==> src/rtl/modexp_loader_pkg.sv <==
// Shared types and sizing for the ModExp input loader.
// Latency: n/a (declarations only).
// Backpressure: n/a.
package modexp_loader_pkg;

    // Operand geometry defaults: 4096-bit operand split into 128-bit words.
    localparam int DATA_WIDTH_DEF = 128;
    localparam int NUM_WORDS_DEF  = 32;

    // Delay counter width; also reused to time the post-burst gap.
    localparam int DLY_W = 16;

    // Loader sequencing states, IDLE encoded as zero so reset is all-zeros.
    typedef enum logic [2:0] {
        IDLE    = 3'd0,
        FILL    = 3'd1,
        PULSE   = 3'd2,
        SEND    = 3'd3,
        GAP     = 3'd4,
        FLUSH   = 3'd5,
        COMPUTE = 3'd6,
        RESULT  = 3'd7
    } state_t;

    // Word counter must reach NUM_WORDS itself without wrapping.
    function automatic int cntWidth(input int numWords);
        return $clog2(numWords) + 1;
    endfunction

endpackage

==> src/rtl/modexp_loader_if.sv <==
// Host operand stream into the loader (valid/ready).
// Latency: n/a (wires only).
// Backpressure: sValid held by master until s_ready is seen high at a clock edge.
interface modexp_loader_if
    import modexp_loader_pkg::*;
#(
    parameter int DATA_WIDTH = DATA_WIDTH_DEF
);
    logic [DATA_WIDTH-1:0] s_data;
    logic                  s_valid;
    logic                  s_ready;

    modport master (output s_data, output s_valid, input  s_ready);
    modport slave  (input  s_data, input  s_valid, output s_ready);
endinterface

==> src/rtl/modexp_word_buf.sv <==
// Operand word store: one synchronous write port, one combinational read port.
// Latency: write visible on read port the cycle after the write edge.
// Backpressure: none; caller gates wrEn.
module modexp_word_buf #(
    parameter int DATA_WIDTH = 128,
    parameter int NUM_WORDS  = 32,
    parameter int AW         = 5
) (
    input  logic                  clk,
    input  logic                  wrEn,
    input  logic [AW-1:0]         wrAddr,
    input  logic [DATA_WIDTH-1:0] wrData,
    input  logic [AW-1:0]         rdAddr,
    output logic [DATA_WIDTH-1:0] rdData
);
    logic [DATA_WIDTH-1:0] mem [NUM_WORDS];

    // Contents are don't-care after reset, so the array carries no reset.
    always_ff @(posedge clk) begin
        if (wrEn) begin
            mem[wrAddr] <= wrData;
        end
    end

    assign rdData = mem[rdAddr];
endmodule

==> src/rtl/modexp_loader.sv <==
// Buffers NUM_WORDS host words, then replays the ModExp input sequence with exact timing.
// Latency: startInput 1 cycle after last fill handshake; getResult RESULT_DELAY cycles after startCompute.
// Backpressure: s_ready high only in FILL; getResult held until ack. Macro MODEXP_LOADER_WORD_REVERSE_EN sends MS word first.
module modexp_loader
    import modexp_loader_pkg::*;
#(
    parameter int DATA_WIDTH   = DATA_WIDTH_DEF,
    parameter int NUM_WORDS    = NUM_WORDS_DEF,
    parameter int GAP_CYCLES   = 1,
    parameter int RESULT_DELAY = 100
) (
    input  logic                  clk,
    input  logic                  reset,
    input  logic                  go,
    modexp_loader_if.slave        host,
    input  logic                  ack,
    output logic                  busy,
    output logic                  done,
    output logic                  startInput,
    output logic                  startCompute,
    output logic                  getResult,
    output logic [DATA_WIDTH-1:0] inp
);
    localparam int CntW  = cntWidth(NUM_WORDS);
    localparam int AddrW = (NUM_WORDS > 1) ? $clog2(NUM_WORDS) : 1;

    localparam logic [CntW-1:0]  LastIdx  = CntW'(NUM_WORDS - 1);
    localparam logic [CntW-1:0]  AllSent  = CntW'(NUM_WORDS);
    localparam logic [DLY_W-1:0] GapLast  = DLY_W'(GAP_CYCLES - 1);
    localparam logic [DLY_W-1:0] DlyLast  = DLY_W'(RESULT_DELAY - 1);

    state_t                state;
    logic [CntW-1:0]       cnt;
    logic [DLY_W-1:0]      dly;
    logic                  wrEn;
    logic [AddrW-1:0]      wrAddr;
    logic [AddrW-1:0]      rdIdx;
    logic [AddrW-1:0]      rdAddr;
    logic [DATA_WIDTH-1:0] rdData;

    assign host.s_ready = (state == FILL);
    assign busy         = (state != IDLE);
    assign wrEn         = (state == FILL) && host.s_valid;
    assign wrAddr       = cnt[AddrW-1:0];

    // Read index: word 0 is fetched during PULSE, then cnt walks the burst.
    always_comb begin
        rdIdx = (state == PULSE) ? '0 : cnt[AddrW-1:0];
`ifdef MODEXP_LOADER_WORD_REVERSE_EN
        rdAddr = AddrW'(NUM_WORDS - 1) - rdIdx;
`else
        rdAddr = rdIdx;
`endif
    end

    modexp_word_buf #(
        .DATA_WIDTH (DATA_WIDTH),
        .NUM_WORDS  (NUM_WORDS),
        .AW         (AddrW)
    ) u_buf (
        .clk    (clk),
        .wrEn   (wrEn),
        .wrAddr (wrAddr),
        .wrData (host.s_data),
        .rdAddr (rdAddr),
        .rdData (rdData)
    );

    // Sequencer: state plus registered ModExp strobes and the inp output register.
    always_ff @(posedge clk or negedge reset) begin
        if (!reset) begin
            state        <= IDLE;
            cnt          <= '0;
            dly          <= '0;
            startInput   <= 1'b0;
            startCompute <= 1'b0;
            getResult    <= 1'b0;
            done         <= 1'b0;
            inp          <= '0;
        end else begin
            case (state)
                IDLE: begin
                    if (go) begin
                        state <= FILL;
                        cnt   <= '0;
                    end
                end
                FILL: begin
                    if (host.s_valid) begin
                        cnt <= cnt + 1'b1;
                        if (cnt == LastIdx) begin
                            state      <= PULSE;
                            startInput <= 1'b1;
                            inp        <= '0;
                        end
                    end
                end
                PULSE: begin
                    startInput <= 1'b0;
                    inp        <= rdData;
                    cnt        <= CntW'(1);
                    state      <= SEND;
                end
                SEND: begin
                    if (cnt == AllSent) begin
                        dly <= '0;
                        if (GAP_CYCLES == 0) begin
                            state <= FLUSH;
                            inp   <= '0;
                        end else begin
                            state <= GAP;
                        end
                    end else begin
                        inp <= rdData;
                        cnt <= cnt + 1'b1;
                    end
                end
                GAP: begin
                    if (dly == GapLast) begin
                        state <= FLUSH;
                        inp   <= '0;
                    end else begin
                        dly <= dly + 1'b1;
                    end
                end
                FLUSH: begin
                    state        <= COMPUTE;
                    startCompute <= 1'b1;
                    dly          <= '0;
                end
                COMPUTE: begin
                    if (dly == DlyLast) begin
                        state     <= RESULT;
                        getResult <= 1'b1;
                        done      <= 1'b1;
                    end else begin
                        dly <= dly + 1'b1;
                    end
                end
                RESULT: begin
                    if (ack) begin
                        state        <= IDLE;
                        startCompute <= 1'b0;
                        getResult    <= 1'b0;
                        done         <= 1'b0;
                    end
                end
                default: state <= IDLE;
            endcase
        end
    end
endmodule

==> src/flat_wrapper.sv <==
// flat-port wrapper written by rule: the top's interface ports become plain ports
module modexp_loader_flat import modexp_loader_pkg::*;
#(
    parameter int DATA_WIDTH   = DATA_WIDTH_DEF,
    parameter int NUM_WORDS    = NUM_WORDS_DEF,
    parameter int GAP_CYCLES   = 1,
    parameter int RESULT_DELAY = 100
)
  (clk, reset, go, ack, busy, done, startInput, startCompute, getResult, inp, host_s_data, host_s_valid, host_s_ready);
  modexp_loader_if #(.DATA_WIDTH(DATA_WIDTH)) host_i ();
  input  logic clk;
  input  logic reset;
  input  logic go;
  input  logic ack;
  output logic busy;
  output logic done;
  output logic startInput;
  output logic startCompute;
  output logic getResult;
  output logic [DATA_WIDTH-1:0] inp;
  input wire logic [$bits(host_i.s_data)-1:0] host_s_data;
  input wire logic [$bits(host_i.s_valid)-1:0] host_s_valid;
  output wire logic [$bits(host_i.s_ready)-1:0] host_s_ready;
  assign host_i.s_data = host_s_data;
  assign host_i.s_valid = host_s_valid;
  assign host_s_ready = host_i.s_ready;
  modexp_loader #(.DATA_WIDTH(DATA_WIDTH), .NUM_WORDS(NUM_WORDS), .GAP_CYCLES(GAP_CYCLES), .RESULT_DELAY(RESULT_DELAY)) u_core (.clk(clk), .reset(reset), .go(go), .host(host_i), .ack(ack), .busy(busy), .done(done), .startInput(startInput), .startCompute(startCompute), .getResult(getResult), .inp(inp));
endmodule
==> config.mk <==
export PLATFORM = sky130hd
export DESIGN_NAME = modexp_loader_flat
export DESIGN_NICKNAME = d
export VERILOG_FILES = /design/src/rtl/modexp_loader_pkg.sv /design/src/rtl/modexp_loader_if.sv /design/src/rtl/modexp_word_buf.sv /design/src/rtl/modexp_loader.sv /design/src/flat_wrapper.sv
export SDC_FILE = /design/constraint.sdc
export NUM_CORES = 2
export LEC_CHECK = 0
export ABC_CLOCK_PERIOD_IN_PS = 11780
export BUFFER_PORTS_ARGS = -buffer_cell sky130_fd_sc_hd__buf_2
export CAP_MARGIN = 10
export CORE_UTILIZATION = 45
export CTS_CLUSTER_DIAMETER = 120
export DETAILED_ROUTE_END_ITERATION = 8
export GPL_TIMING_DRIVEN = 0
export PLACE_DENSITY_LB_ADDON = 0.08
export SETUP_SLACK_MARGIN = 0.02
export SYNTH_ARGS = -nofsm -noshare
export SYNTH_HDL_FRONTEND = slang
export SYNTH_SLANG_ARGS = --single-unit
==> constraint.sdc <==
create_clock -name clk -period 11.78 [get_ports clk]
set_clock_uncertainty 0.2 [all_clocks]
set_input_delay 1.178 -clock clk [delete_from_list [all_inputs] [get_ports clk]]
set_output_delay 1.178 -clock clk [all_outputs]
set_load 0.03 [all_outputs]
==> impl_metrics.toml <==
[clocking]
postCtsHoldBufs = 1
htreeDepth = 5
clk_pin_slew_worst_paths_ps = 60
numCtsBuffers = 454
clk-insertion-delay-late_ps = 990
post_cts_buffers = 0
cts_root_buffer = "clkbuf_16"
cts.sinks = 4252
cts_tree = "done"
cts_resized = 0
clock_tree.buffer_depth = 4

[yosys]
async_flop_share_pct = 3.669
yosys.cell_types.count = 59
synth_seq_cells = 4252
yosys.area.top_type_share_pct = 70.17
ys_warn_count = 0
syn_inst = 11540
synth_area_per_cell_um2 = 15.19
yosysTopAreaCell = "edfxtp_1"
synth-edff-count = 4096
syn_nets = 11680
syn-cell-area_mm2 = 0.1753
synthTopCellsByArea = "edfxtp_1, mux2i_1, o21ai_0, a21boi_0, o311a_1"
synth-seq-area-share_pct = 72.39
ys.flop_type = "edfxtp_1"

[final_layout]
final_common_cell = "edfxtp_1"
fin_cells = 18120
drive_gt1_share_pct = 11.68
final_cell_mix = "edfxtp_1, mux2i_1, clkbuf_1, o21ai_0, and3_1"
layout.nets = 12610
area_growth_pct = 15.88

[grt]
grt_util_all_layers_pct = 29.26
grt_antenna_before_repair = 66
grt_overflow = 0
grt_pass1_vias = 111000
grt_pass1_wl_mm = 817.8
grt_max_degree = 85

[setup_path]
crit_path_frequent_cell = "clkbuf_1"
crit_path_top_delay_cell = "o311a_1"
crit_path_max_fanout = 11
cp_top_family = "buffers and inverters"
slowest_delay_ps = 750
path_buf_inv = 10
cp.arrival_ps = 7970
path_class = "reg -> reg"
crit_path_cell_trace = "buf_2, inv_1, clkbuf_2, clkbuf_2, clkbuf_1, clkbuf_1, ha_1, nand4bb_1, clkbuf_1, and2_0, clkbuf_2, buf_12, clkbuf_1, o21ai_0, o311a_1, nand4_1"
setup.worst_path.end_class = "register"
required_ps = 12400
startpoint_type = "register"

[sta]
finalWorstPathRequiredPeriod_ps = 7352
post-route-period-util_pct = 62.41
layout_setup_ws_ps = 4428
slew_headroom_pct = 8.468
rsz0062_at_grt = "false"
fmax_mhz = 136.0
worst_pin_slew_ps = 1373
setup_tns_ps = 0
drv_slew = 0
finalHoldViolCount = 0
setup-violations-final = 0

[drt]
wl_per_cell_um = 32.24
dr.pass1.iters = 6
ant_nets = 0
wl_met1_mm = 231.2
dr.first_iter.drc_count = 12090
vias = 111100
wirelength_mm = 584.3
wl_met2_mm = 276.5
post-route-drc-count = 0
routed_via_density = 6.130
wl_met3_mm = 48.69
topRoutingLayerUsed = "met5"

[power_and_ir_drop]
power_mw = 31.29
vdd_drop_max_mv = 0.1647
p_leak_nw = 65.00
power_density_mw_per_mm2 = 154.0

[place]
placed_cells = 17190
dpl.hpwl_mm = 427.9
gp_congestion = 0.8873
pre_cts_slack_ps = 4621
port_buffers = 266

[floorplan]
rows = 228
io_pins = 267
die_y_um = 626.1
start_util_pct = 45.32
core-area_mm2 = 0.3868
die_x_um = 626.1
die_area_mm2 = 0.3921

[outcome]
status = "complete, no violations"

[worst_hold_path]
hold_path_class = "in -> reg"

[job]
maxCapViolations = 0
state kept, by name, indices dropped and copies added (netlist names):
| signal | flops |
|---|---|
| u_core.u_buf.mem | 4096 |
| u_core.inp | 128 |
| u_core.dly | 16 |
| u_core.cnt | 6 |
| u_core.state | 3 |
| u_core.done | 1 |
| u_core.startCompute | 1 |
| u_core.startInput | 1 |
cell type report:
class                   count  area (µm²)
multi-input cells        6221       44520
diodes                     90       225.2
well taps                5175        6475
flip-flops and latches   4252      126900
clock buffers             597       12410
inverters                   9       33.78
plain buffers            1055        4202
fillers                 32110      183700
clock inverters           244        2615
repair buffers            480        5753
kinds of logic (layout without fill, tap and decap cells):
logic type / Yosys count / count (layout) / synth area share, %
xor gates and xnor gates: 2 / 2 / 0.009994
buffers and inverters: 1064 / 2385 / 2.362
muxes: 1112 / 1112 / 6.453
other: 0 / 90 / 0
and+or+nand+nor: 2253 / 2253 / 7.190
adders and majority gates: 6 / 6 / 0.04282
DFF: 4252 / 4252 / 72.39
AOI/OAI and AO/OA: 2848 / 2848 / 11.55
final timing paths:
| kind | depth (start not counted) | slack (ps) | start | to |
|---|---|---|---|---|
| setup / recovery | 16 | 4430 | u_core.cnt[0] | u_core.inp[82] |
| hold reg to reg | 1 | 320 | u_core.dly[15] | u_core.dly[15] |
| max in group asynchronous | 3 | 9570 | reset | u_core.inp[71] |
| setup reg to reg | 16 | 4430 | u_core.cnt[0] | u_core.inp[82] |
| min in group asynchronous | 2 | 550 | reset | u_core.inp[126] |
| hold / removal | 2 | 310 | go | u_core.state[0] |
synthesized netlist by cell type (4+ instances only):
library cell / count
edfxtp_1: 4096
and2_1: 385
o311ai_0: 200
buf_2: 102
and3_1: 673
a21oi_1: 213
mux2_2: 145
buf_1: 55
dfrtp_1: 156
nand2b_1: 5
a21boi_0: 580
clkbuf_1: 895
o41ai_1: 4
o21ai_0: 927
o211ai_1: 128
mux2i_1: 967
nand2_1: 195
ha_1: 6
o311a_1: 424
nor3_1: 262
nand3_1: 488
o31ai_1: 19
a211oi_1: 47
a31oi_1: 6
nand4_1: 129
nor2b_1: 42
nor4_1: 5
nor2_1: 45
or3_1: 8
inv_1: 8
a221oi_1: 254
a22o_1: 4
a32o_1: 15
o2111ai_1: 16
power breakdown:
group,total (mW),internal (mW),switching [mW]
Sequential,16.6,16.6,0
Combinational,0.272,0.0173,0.255
Clock,14.4,8.46,5.99
stage by stage:
step / hold WS, ps / area [µm²] / util (%)
2_1_floorplan: 252.4 / 175300 / -
3_3_place_gp: 283.0 / 183100 / 47.33
3_5_place_dp: 300.1 / 187900 / 48.56
4_1_cts: 247.0 / 202900 / 52.45
5_1_grt: 303.1 / 203000 / 52.47
6_report: 311.3 / 203100 / 52.51
routing by layer:
layer	up-vias	GRT usage, %
met2	5055	47.84
met3	1043	5.789
met1	56810	37.87
li1	48170	-
met5	-	0
met4	14	13.06
No activity file was read; power rests on OpenSTA's default activity.
